--- src/rtl/ts_ci_tx_framer_if.sv ---
// rtl/ts_ci_tx_framer_if.sv - FIFO read side and CI bus input pins for the TS CI transmit framer
interface ts_ci_tx_framer_if;
  logic [8:0] fifo_q;
  logic       fifo_rdempty;
  logic [7:0] fifo_rdusedw;
  logic       fifo_rdreq;
  logic [7:0] ci_mdi;
  logic       ci_mistrt;
  logic       ci_mival;

  // Framer view: consumes the FIFO head, drives the CAM input pins
  modport master (
    input  fifo_q, fifo_rdempty, fifo_rdusedw,
    output fifo_rdreq, ci_mdi, ci_mistrt, ci_mival
  );

  // Environment view: FIFO read port and CAM receiver
  modport slave (
    output fifo_q, fifo_rdempty, fifo_rdusedw,
    input  fifo_rdreq, ci_mdi, ci_mistrt, ci_mival
  );
endinterface

--- src/rtl/ts_ci_tx_framer.sv ---
// rtl/ts_ci_tx_framer.sv - packet-aligned CI transmit framer: whole TS packets only, idle gap between packets
module ts_ci_tx_framer #(
  parameter int         PKT_LEN    = 188,
  parameter int         GAP_CYCLES = 4,
  parameter logic [7:0] SYNC_BYTE  = 8'h47
) (
  input  logic               clk_9,
  input  logic               reset,
  input  logic               enable,
  ts_ci_tx_framer_if.master  bus,
  output logic [23:0]        pkts_sent,
  output logic [23:0]        pkts_err,
  output logic [23:0]        bytes_drop
);

  localparam int IDX_W = $clog2(PKT_LEN);
  localparam int GAP_W = (GAP_CYCLES > 1) ? $clog2(GAP_CYCLES) : 1;

  localparam logic [1:0] S_IDLE = 2'd0;
  localparam logic [1:0] S_HUNT = 2'd1;
  localparam logic [1:0] S_SEND = 2'd2;
  localparam logic [1:0] S_GAP  = 2'd3;

  // With no gap configured a finished packet returns straight to IDLE
  localparam logic [1:0] S_AFTER_PKT = (GAP_CYCLES == 0) ? S_IDLE : S_GAP;

  logic [1:0]       state_q, state_d;
  logic [IDX_W-1:0] idx_q, idx_d;
  logic [GAP_W-1:0] gap_q, gap_d;
  logic [23:0]      sent_q, sent_d;
  logic [23:0]      err_q, err_d;
  logic [23:0]      drop_q, drop_d;
  logic [7:0]       mdi_q;
  logic             mistrt_q;
  logic             mival_q;

  logic head_ok;
  logic pkt_ready;
  logic send_abort;
  logic send_pop;
  logic hunt_pop;
  logic last_byte;

  assign head_ok   = ~bus.fifo_rdempty & bus.fifo_q[8] & (bus.fifo_q[7:0] == SYNC_BYTE);
  assign pkt_ready = (32'(bus.fifo_rdusedw) >= PKT_LEN);
  assign last_byte = (32'(idx_q) == PKT_LEN - 1);

  // A start flag inside a packet means the previous packet was truncated; leave it at the head
  assign send_abort = (state_q == S_SEND) & (idx_q != '0) & bus.fifo_q[8];
  assign send_pop   = (state_q == S_SEND) & ~send_abort & ~bus.fifo_rdempty;
  assign hunt_pop   = (state_q == S_HUNT) & ~bus.fifo_rdempty & ~head_ok;

  assign bus.fifo_rdreq = send_pop | hunt_pop;
  assign bus.ci_mdi     = mdi_q;
  assign bus.ci_mistrt  = mistrt_q;
  assign bus.ci_mival   = mival_q;

  assign pkts_sent  = sent_q;
  assign pkts_err   = err_q;
  assign bytes_drop = drop_q;

  // Next-state: packet alignment, byte index, gap timing and traffic counters
  always_comb begin
    state_d = state_q;
    idx_d   = idx_q;
    gap_d   = gap_q;
    sent_d  = sent_q;
    err_d   = err_q;
    drop_d  = drop_q;
    case (state_q)
      S_IDLE: begin
        if (enable) begin
          if (~bus.fifo_rdempty & ~head_ok) begin
            state_d = S_HUNT;
          end else if (head_ok & pkt_ready) begin
            state_d = S_SEND;
            idx_d   = '0;
          end
        end
      end
      S_HUNT: begin
        if (hunt_pop) begin
          drop_d = drop_q + 24'd1;
        end else if (head_ok) begin
          state_d = S_IDLE;
        end
      end
      S_SEND: begin
        if (send_abort) begin
          err_d   = err_q + 24'd1;
          state_d = S_AFTER_PKT;
          idx_d   = '0;
          gap_d   = '0;
        end else if (send_pop) begin
          if (last_byte) begin
            sent_d  = sent_q + 24'd1;
            state_d = S_AFTER_PKT;
            idx_d   = '0;
            gap_d   = '0;
          end else begin
            idx_d = idx_q + IDX_W'(1);
          end
        end
      end
      S_GAP: begin
        if (32'(gap_q) + 32'd1 >= GAP_CYCLES) begin
          state_d = S_IDLE;
          gap_d   = '0;
        end else begin
          gap_d = gap_q + GAP_W'(1);
        end
      end
      default: state_d = S_IDLE;
    endcase
  end

  // State, counters and registered CI pins; reset kills an in-flight packet immediately
  always_ff @(posedge clk_9 or posedge reset) begin
    if (reset) begin
      state_q  <= S_IDLE;
      idx_q    <= '0;
      gap_q    <= '0;
      sent_q   <= '0;
      err_q    <= '0;
      drop_q   <= '0;
      mdi_q    <= '0;
      mistrt_q <= 1'b0;
      mival_q  <= 1'b0;
    end else begin
      state_q  <= state_d;
      idx_q    <= idx_d;
      gap_q    <= gap_d;
      sent_q   <= sent_d;
      err_q    <= err_d;
      drop_q   <= drop_d;
      mival_q  <= send_pop;
      mistrt_q <= send_pop & (idx_q == '0);
      mdi_q    <= send_pop ? bus.fifo_q[7:0] : 8'h00;
    end
  end

endmodule

--- src/flat_wrapper.sv ---
// flat-port wrapper written by rule: the top's interface ports become plain ports
module ts_ci_tx_framer_flat 
#(
  parameter int         PKT_LEN    = 188,
  parameter int         GAP_CYCLES = 4,
  parameter logic [7:0] SYNC_BYTE  = 8'h47
)
  (clk_9, reset, enable, pkts_sent, pkts_err, bytes_drop, bus_fifo_q, bus_fifo_rdempty, bus_fifo_rdusedw, bus_fifo_rdreq, bus_ci_mdi, bus_ci_mistrt, bus_ci_mival);
  ts_ci_tx_framer_if bus_i ();
  input  logic clk_9;
  input  logic reset;
  input  logic enable;
  output logic [23:0] pkts_sent;
  output logic [23:0] pkts_err;
  output logic [23:0] bytes_drop;
  input wire logic [$bits(bus_i.fifo_q)-1:0] bus_fifo_q;
  input wire logic [$bits(bus_i.fifo_rdempty)-1:0] bus_fifo_rdempty;
  input wire logic [$bits(bus_i.fifo_rdusedw)-1:0] bus_fifo_rdusedw;
  output wire logic [$bits(bus_i.fifo_rdreq)-1:0] bus_fifo_rdreq;
  output wire logic [$bits(bus_i.ci_mdi)-1:0] bus_ci_mdi;
  output wire logic [$bits(bus_i.ci_mistrt)-1:0] bus_ci_mistrt;
  output wire logic [$bits(bus_i.ci_mival)-1:0] bus_ci_mival;
  assign bus_i.fifo_q = bus_fifo_q;
  assign bus_i.fifo_rdempty = bus_fifo_rdempty;
  assign bus_i.fifo_rdusedw = bus_fifo_rdusedw;
  assign bus_fifo_rdreq = bus_i.fifo_rdreq;
  assign bus_ci_mdi = bus_i.ci_mdi;
  assign bus_ci_mistrt = bus_i.ci_mistrt;
  assign bus_ci_mival = bus_i.ci_mival;
  ts_ci_tx_framer #(.PKT_LEN(PKT_LEN), .GAP_CYCLES(GAP_CYCLES), .SYNC_BYTE(SYNC_BYTE)) u_core (.clk_9(clk_9), .reset(reset), .enable(enable), .bus(bus_i), .pkts_sent(pkts_sent), .pkts_err(pkts_err), .bytes_drop(bytes_drop));
endmodule
--- config.mk ---
export PLATFORM = sky130hd
export DESIGN_NAME = ts_ci_tx_framer_flat
export DESIGN_NICKNAME = d
export VERILOG_FILES = /design/src/rtl/ts_ci_tx_framer_if.sv /design/src/rtl/ts_ci_tx_framer.sv /design/src/flat_wrapper.sv
export SDC_FILE = /design/constraint.sdc
export NUM_CORES = 1
export LEC_CHECK = 0
export CORE_AREA = 5 5 121 94
export CTS_CLUSTER_DIAMETER = 150
export CTS_CLUSTER_SIZE = 24
export DETAILED_ROUTE_END_ITERATION = 16
export DIE_AREA = 0 0 126 99
export PLACE_DENSITY = 0.75
export REMOVE_ABC_BUFFERS = 1
export SYNTH_ARGS = -nofsm -noshare
export SYNTH_HDL_FRONTEND = slang
export SYNTH_SLANG_ARGS = --single-unit
export TNS_END_PERCENT = 10
--- constraint.sdc ---
create_clock -name clk_9 -period 3.2 [get_ports clk_9]
set_clock_uncertainty 0.15 [all_clocks]
set_input_delay 0.64 -clock clk_9 [delete_from_list [all_inputs] [get_ports clk_9]]
set_output_delay 0.64 -clock clk_9 [all_outputs]
set_load 0.03 [all_outputs]
==> results of run 1 <==
-- worst register-to-register path, cell delays in order (launching register included) --
cell     delay (ps)
dfrtp_1         410
inv_1           110
ha_1            190
or4b_1          510
o21ai_1         230
buf_4           240
and3_1          440
mux2_2          380
-- synthesized netlist by cell type, types with 6 or more instances --
cell type  count  share of area
dfrtp_1       94           0.53
xnor2_1       52           0.10
nand2_1       30          0.026
nand3_1       26          0.029
nand4_1       25          0.035
nor2_1        25          0.021
and3_1        18          0.026
xor2_1        18          0.036
inv_1         14          0.012
nor3_1        12          0.014
a21oi_1        7         0.0079
clkbuf_1       6         0.0051
ha_1           6          0.017
nand2b_1       6         0.0085
nor4_1         6         0.0085
-- layout make-up --
class,count,area (µm²)
Clock inverter,4,95.09
Clock buffer,12,236.5
Timing Repair Buffer,114,1119
Fill cell,871,4089
Sequential cell,94,2352
Multi-Input combinational cell,288,1973
Inverter,14,55.05
Tap cell,136,170.2
-- layer usage --
layer | up-vias | part of all wire | global-route usage
li1 | 1675 | - | -
met1 | 1760 | 0.47 | 0.2463
met2 | 102 | 0.46 | 0.2705
met3 | 14 | 0.059 | 0.05688
met4 | 0 | 0.0099 | 0.04617
met5 | - | 0 | 0
-- kinds of logic after synthesis --
kind of cell,Yosys count,share of synthesized area
DFF,94,0.5332
adders and majority gates,6,0.01702
and+or+nand+nor,177,0.2238
buffers and inverters,24,0.02127
xor gates and xnor gates,70,0.1390
muxes,3,0.007374
AOI/OAI and AO/OA,32,0.05843
-- layout by cell type, fill, tap and decap left out, types with 7 or more instances in the layout --
| cell | Yosys | routed |
|---|---|---|
| a21oi_1 | 7 | 7 |
| and3_1 | 18 | 18 |
| buf_4 | 0 | 13 |
| clkbuf_16 | 0 | 9 |
| clkdlybuf4s50_1 | 0 | 100 |
| dfrtp_1 | 94 | 94 |
| inv_1 | 14 | 13 |
| nand2_1 | 30 | 29 |
| nand3_1 | 26 | 26 |
| nand4_1 | 25 | 25 |
| nor2_1 | 25 | 25 |
| nor3_1 | 12 | 12 |
| xnor2_1 | 52 | 52 |
| xor2_1 | 18 | 18 |
-- path summary, 6_finish.rpt --
kind                                      from              endpoint
max                              bus_fifo_q[3]        bus_fifo_rdreq
min                        u_core.pkts_err[23]   u_core.pkts_err[23]
max reg2reg                    u_core.idx_q[0]   u_core.pkts_sent[1]
min reg2reg                u_core.pkts_err[23]   u_core.pkts_err[23]
max in group asynchronous                reset       u_core.idx_q[2]
min in group asynchronous                reset  u_core.bus.ci_mdi[2]
-- registers in the layout, indices dropped and copies added, names as in the netlist --
| name | flops |
|---|---|
| u_core.bus.ci_mistrt | 1 |
| u_core.bus.ci_mival | 1 |
| u_core.bus.ci_mdi | 8 |
| u_core.pkts_err | 24 |
| u_core.bytes_drop | 24 |
| u_core.gap_q | 2 |
| u_core.pkts_sent | 24 |
| u_core.state_q | 2 |
| u_core.idx_q | 8 |
-- power breakdown --
group          internal (mW)  total (mW)  switching [mW]
registers               1.28        1.40           0.119
logic                  0.272       0.617           0.345
clock network          0.763        1.18           0.421
-- stage by stage --
step	worst slack, ps	hold WS (ps)	power, mW
after floorplan	-38.67	319.8	1.752
after global placement	8.092	308.7	2.008
after detailed placement	-17.30	315.9	2.032
after CTS	62.97	327.9	3.233
after global routing	5.570	351.8	3.362
final	131.4	321.9	3.198
==> results.txt, run 1 <==
status = complete, no violations
Crit Path Class = input port to output pin
Die H = 99 µm
Lkg Pwr = 2.589 nW
peak supply drop = 0.0002865 V
Core Box Area = 10090 µm²
worst-path cell chain = clkdlybuf4s50_1 > or4b_4 > buf_4 > o31ai_2 > nand2_1 > buf_4
worst-margin pin slew = 728.6 ps
clock transition at the registers of the reported paths = 60 ps
WP buf/inv = 3
Synthesis Warnings = 0
Hold WC Path Type = flip-flop to flip-flop
final hold vios = 0
Main synth FF type = dfrtp_1
Worst path most repeated cell = buf_4
GR Overflow Total = 0
clock tree sinks = 94
# hold bufs at CTS = 0
RSZ-0062 raised after global routing = false
I/O pins = 104
post-layout minimum cycle time = 3069 ps
finished layout cell area = 6001 µm²
vias in the first global route = 3530
wire per inst = 16.22 µm
CTS tree = yes
Setup-failing EPs final = 0
die area = 12470 µm²
post-CTS setup buffers = 0
Max Slew Vio Count = 0
Starting Density = 0.4373
Worst EP arrival = 2280 ps
DIE WIDTH = 126 µm
vias per cell = 5.364
NumNets Final = 548
period utilization = 0.9590
sequential share of the synthesized area = 0.5332
Post-synth EDFFs = 0
synthesis-to-layout area growth = 36.02%
required time worst endpoint = 2410 ps
Routed Antenna Nets = 0
Synth Register Bits = 94
f_max = 0.3259 GHz
clock buffer depth = 2
CP max-delay cell = or4b_4
final core utilization = 0.5947
first-pass GRT wire length = 18010 µm
Pwr Density = 533.0 nW/µm²
hpwl dp = 7951 µm
r2r worst-path depth = 7
initial antenna violation count = 0
H-tree Lvls = 3
Rel. slew slack = 0.5098
synthesized cell area = 4412 µm²
initial DRC count = 195
Crit Path Max Fanout = 4
Netlist cell types = 53
placed cell count = 646
Detailed Route WL = 10740 µm
fraction of registers with async set/reset = 1.000
quantity of gates resized following cts = 0
CTS Buf Count = 9
final std cells w/o fill = 662
port bufs = 101
worst hold stages = 1
r2r setup slk = 450 ps
Syn Area/Cell = 10.87 µm²
via count = 3551
Clk Tree Root Cell = clkbuf_16
largest net degree at the start of global routing = 42
DRC = 0
layout cells sized above 1 = 0.07605
row cnt = 32
Setup crit end kind = output pin
ANT cells = 0
CP top delay family = buffers and inverters
CP Depth = 6
crit-path max cell delay = 560 ps
Clock Latency Late Sink = 330 ps
placer congestion estimate = 0.8864
TNS Setup = 0 ps
Mapped Cells = 406
DRT Pass-1 Iters = 5
Worst Setup Start Kind = input port
area post-placement = 5662 µm²
GRT Util Overall = 0.1774
MaxCap Viol Count = 0
Power figures use the tool's default switching activity.
==> run 2: changes to the inputs <==
CTS_BUF_LIST = sky130_fd_sc_hd__clkbuf_4   (was unset)
==> run 2 against run 1 <==
  * Critical path depth did not move
  * Setup slack got worse by 1.9 ps
  * Routed wire length fell by 1.1%
  * Die area unchanged
  * Fmax barely moved
  * Clock power shrank 32%
  * Global-route usage down 0.30 points
  * Sequential power about the same
  * Flip-flop and latch count is the same
  * Largest power group unchanged
==> results.txt, run 2 (same netlist as run 1, synthesis figures left out) <==
synthesis-to-layout area growth = 33.15%
RSZ-0062 raised after global routing = false
Worst Setup Start Kind = input port
post-layout minimum cycle time = 3071 ps
status = complete, no violations
Setup crit end kind = output pin
first-pass GRT wire length = 17840 µm
Detailed Route WL = 10620 µm
placed cell count = 646
via count = 3497
DRC = 0
wire per inst = 16.04 µm
most frequent cells in the layout = 100 x clkdlybuf4s50_1, 94 x dfrtp_1, 52 x xnor2_1
initial antenna violation count = 0
Starting Density = 0.4373
largest net degree at the start of global routing = 42
ANT cells = 0
finished layout cell area = 5874 µm²
Clock Latency Late Sink = 440 ps
Routed Antenna Nets = 0
post-CTS setup buffers = 0
f_max = 0.3257 GHz
clock transition at the registers of the reported paths = 130 ps
Pwr Density = 483.0 nW/µm²
CTS Buf Count = 9
I/O pins = 104
placer congestion estimate = 0.8864
hpwl dp = 7951 µm
vias in the first global route = 3527
layout cells sized above 1 = 0.08555
required time worst endpoint = 2410 ps
Rel. slew slack = 0.5069
GR Overflow Total = 0
clock buffer depth = 2
Worst EP arrival = 2280 ps
vias per cell = 5.282
Setup-failing EPs final = 0
die area = 12470 µm²
TNS Setup = 0 ps
Max Slew Vio Count = 0
initial DRC count = 179
period utilization = 0.9595
MaxCap Viol Count = 0
NumNets Final = 548
H-tree Lvls = 3
Die H = 99 µm
most common cell after layout, fill and taps aside = clkdlybuf4s50_1
# hold bufs at CTS = 0
Core Box Area = 10090 µm²
worst-margin pin slew = 732.9 ps
GRT Util Overall = 0.1744
final hold vios = 0
Hold WC Path Type = flip-flop to flip-flop
Crit Path Max Fanout = 4
Clk Tree Root Cell = clkbuf_4
Pwr Total = 2.837 mW
final std cells w/o fill = 662
Crit Path Class = input port to output pin
DIE WIDTH = 126 µm
DRT Pass-1 Iters = 4
peak supply drop = 0.0002854 V
area post-placement = 5662 µm²
Lkg Pwr = 2.536 nW
CTS tree = yes
row cnt = 32
Worst Hold Slack = 334.7 ps
port bufs = 101
clock tree sinks = 94
run 2: final cells by class:
cell class | instances | area, µm²
Tap cell | 136 | 170.2
Clock inverter | 4 | 95.09
Fill cell | 900 | 4215
Sequential cell | 94 | 2352
Clock buffer | 12 | 90.09
Multi-Input combinational cell | 288 | 1993
Timing Repair Buffer | 114 | 1119
Inverter | 14 | 55.05
run 2: worst max-delay path, stage by stage:
cell and delay [ps]:
clkdlybuf4s50_1 410, or4b_4 560, buf_4 170, o31ai_2 210
nand2_1 100, buf_4 180
run 2: worst paths after layout:
kind                       cells after the start             endpoint  slack (ps)                start
min                                            1  u_core.pkts_err[23]         330  u_core.pkts_err[23]
max in group asynchronous                      3   u_core.pkts_err[5]        1850                reset
min in group asynchronous                      2  u_core.pkts_sent[9]         400                reset
min reg2reg                                    1  u_core.pkts_err[23]         330  u_core.pkts_err[23]
max reg2reg                                    7  u_core.pkts_sent[1]         500      u_core.idx_q[0]
max                                            6       bus_fifo_rdreq         130        bus_fifo_q[3]
run 2: repair_timing:
item,in CTS,in global routing
setup endpoints to repair,1,1
resized for setup,1,5
pin swaps,0,1
gates cloned,0,0
run 2: stage by stage:
| step | util | setup slack (ps) |
|---|---|---|
| 3_5_place_dp | 0.5611 | -17.30 |
| 2_1_floorplan | - | -38.67 |
| 5_1_grt | 0.5822 | 23.90 |
| 4_1_cts | 0.5797 | 32.64 |
| 3_3_place_gp | 0.5611 | 8.092 |
| 6_report | 0.5822 | 129.5 |
run 2: metal layers:
metal / share of wire / track usage
met2: 0.45 / 0.2685
met4: 0.0097 / 0.04452
met1: 0.47 / 0.2408
met3: 0.062 / 0.05525
met5: 0 / 0
run 2: power by group:
group          switching, mW  internal [mW]
clock                  0.382          0.422
sequential             0.120           1.28
combinational          0.352          0.286
==> run 3: changes to the inputs <==
ABC_AREA = 1   (was unset)
CORE_AREA = 5 5 136 105   (was 5 5 121 94)
DIE_AREA = 0 0 141 110   (was 0 0 126 99)
PLACE_DENSITY = 0.72   (was 0.75)
==> run 3 against run 2 <==
  * Global-route usage is 1.3 points higher
  * Routed wire length rose by 31%
  * Core utilization fell by 4.0 points
  * Clock-buffer cell count fell by 3
  * Power is 13% higher
  * Synthesized area is 28% higher
  * Final area up 18%
  * Critical path depth up 3
==> results.txt, run 3 <==
Routed Antenna Nets = 0
first-pass GRT wire length = 23590 µm
post-synth top area share = 0.4169
Setup-failing EPs final = 0
vias in the first global route = 4780
Clk Tree Root Cell = clkbuf_4
CTS Buf Count = 9
placed cell count = 1034
Max Slew Vio Count = 0
area post-placement = 6802 µm²
MaxCap Viol Count = 0
Worst EP arrival = 2070 ps
Worst Setup Start Kind = flip-flop
synthesized cell area = 5643 µm²
hpwl dp = 10580 µm
Worst path most repeated cell = nand2_1
most numerous cell in the Yosys netlist = nand2_1
# hold bufs at CTS = 0
required time worst endpoint = 2410 ps
RSZ-0062 raised after global routing = false
wire per inst = 13.25 µm
Crit Path Class = flip-flop to output pin
WP buf/inv = 2
GRT met3 Usage = 0.03665
Netlist cell types = 37
Clock Latency Late Sink = 460 ps
worst reg2reg path endpoint = u_core.pkts_sent[12]
most common cell after layout, fill and taps aside = nand2_1
post-CTS setup buffers = 0
DIE WIDTH = 141 µm
finished layout cell area = 6934 µm²
Setup crit end kind = output pin
Hold WC Path Type = flip-flop to flip-flop
FF+latch area = 2352 µm²
Hold EP = u_core.gap_q[1]
Rel. slew slack = 0.6414
period utilization = 0.8925
layout cells sized above 1 = 0.05688
synthesis-to-layout area growth = 22.88%
CP top delay family = simple AND/OR/NAND/NOR gates
GR peak layer = met2
Sw Share = 0.3960
Pint = 1.933 mW
NumNets Final = 901
most frequent cells in the layout = 277 x nand2_1, 100 x clkdlybuf4s50_1, 94 x dfrtp_1
post-layout minimum cycle time = 2856 ps
fraction of registers with async set/reset = 1.000
Core Box Area = 12790 µm²
CP max-delay cell = dfrtp_1
Pwr Density = 461.6 nW/µm²
sequential share of the synthesized area = 0.4169
final std cells w/o fill = 1050
Filler cells = 1244
ANT cells = 0
Multi-input gate area = 2839 µm²
final core utilization = 0.5421
Lkg Pwr = 3.232 nW
row cnt = 36
H-tree Lvls = 3
Syn Area/Cell = 7.328 µm²
hold_sp = u_core.gap_q[1]
Mapped Cells = 770
origin of the critical flop-to-flop path = u_core.idx_q[0]
r2r worst-path depth = 11
worst hold stages = 2
initial DRC count = 307
placer congestion estimate = 0.9182
combinational share of power = 0.336
met1 Use GR = 0.2679
DRT Pass-1 Iters = 6
via count = 5070
port bufs = 101
Clock Power Share = 0.200
GRT Util Overall = 0.1874
TNS Setup = 0 ps
clock buffer depth = 2
worst-margin pin slew = 537.9 ps
quantity of gates resized following cts = 0
Detailed Route WL = 13910 µm
grt met2 use = 0.3009
largest net degree at the start of global routing = 44
Worst Hold Slack = 365.0 ps
GR Overflow Total = 0
status = complete, no violations
Die H = 110 µm
Sw Pwr = 1.268 mW
vias per cell = 4.829
r2r setup slk = 1010 ps
die area = 15510 µm²
DRC = 0
final hold vios = 0
peak supply drop = 0.0003022 V
Starting Density = 0.4411
top cells by area, synth = dfrtp_1 42%, nand2_1 18%, nor2_1 6.1%, inv_1 5.5%, nand3_1 4.5%
Crit Path Max Fanout = 12
Sequential Power Share = 0.464
initial antenna violation count = 0
clock tree sinks = 94
crit path from = u_core.idx_q[0]
CTS tree = yes
crit-path max cell delay = 450 ps
Main synth FF type = dfrtp_1
I/O pins = 104
clock transition at the registers of the reported paths = 150 ps
Synthesis Warnings = 0
top post-synthesis cells by count = 277 x nand2_1, 94 x dfrtp_1, 92 x nor2_1
Post-synth EDFFs = 0
Synth Register Bits = 94
worst-path cell chain = inv_1 > ha_1 > nand2_1 > nor2_1 > nand2_1 > nand2_4 > nand3_4 > nand2_1 > buf_4
leading area contributor after synthesis = dfrtp_1
f_max = 0.3502 GHz
## run 3: changes by cell type after synthesis, sizes merged, moves of 18 or more
cell   before  now
inv        14   86
o21ai       4   27
xnor2      52   16
nor2       25   99
nand2      30  280
and3       18    0
nand3      26   56
## run 3: worst max-delay path by stage
stage	cells past startpoint	endpoint
6_report	9	bus_fifo_rdreq
3_5_place_dp	8	u_core.bytes_drop[12]
4_1_cts	9	bus_fifo_rdreq
5_1_grt	9	bus_fifo_rdreq
3_3_place_gp	7	bus_fifo_rdreq
2_1_floorplan	1	u_core.bus.ci_mdi[0]
## run 3: kinds of logic (layout without fill, tap and decap cells)
logic type,count (synthesis),after routing,synth area share
buffers and inverters,99,208,0.08004
AOI/OAI and AO/OA,31,31,0.02794
adders and majority gates,6,6,0.01330
xor gates and xnor gates,45,45,0.07118
DFF,94,94,0.4169
and+or+nand+nor,495,495,0.3907
## run 3: area by class of cell
class                      instances  area share
multi-input combinational        577      0.4094
sequential                        94      0.3392
timing repair buffer             106      0.1527
inverter                          86     0.04872
tap                              171     0.03086
clock buffer                       9    0.009744
clock inverter                     7    0.009383
## run 3: per-layer routing
metal	vias up	routed length, µm	part of all wire
li1	2621	-	-
met1	2329	6861	0.49
met2	113	6355	0.46
met3	7	612	0.044
met4	0	82	0.0059
met5	-	0	0
## run 3: worst min-delay path, stage by stage, from the launching register on
cell	delay, ps
dfrtp_1	380
o21ai_1	70
nand2_1	50
## run 3: metrics by stage
stage | setup WS [ps] | total power, mW
detailed placement | 537.4 | 2.590
floorplan | -38.67 | 2.177
global placement | 549.6 | 2.577
CTS | 309.9 | 3.243
global route | 132.4 | 3.412
finish | 344.1 | 3.201
## run 3: power groups by stage
stage / Sequential (mW) / Clock, mW / Combinational, mW
3_5_place_dp: 1.51 / 0 / 1.08
2_1_floorplan: 1.66 / 0 / 0.518
5_1_grt: 1.51 / 0.716 / 1.18
3_3_place_gp: 1.51 / 0 / 1.07
4_1_cts: 1.49 / 0.668 / 1.09
6_report: 1.48 / 0.642 / 1.07
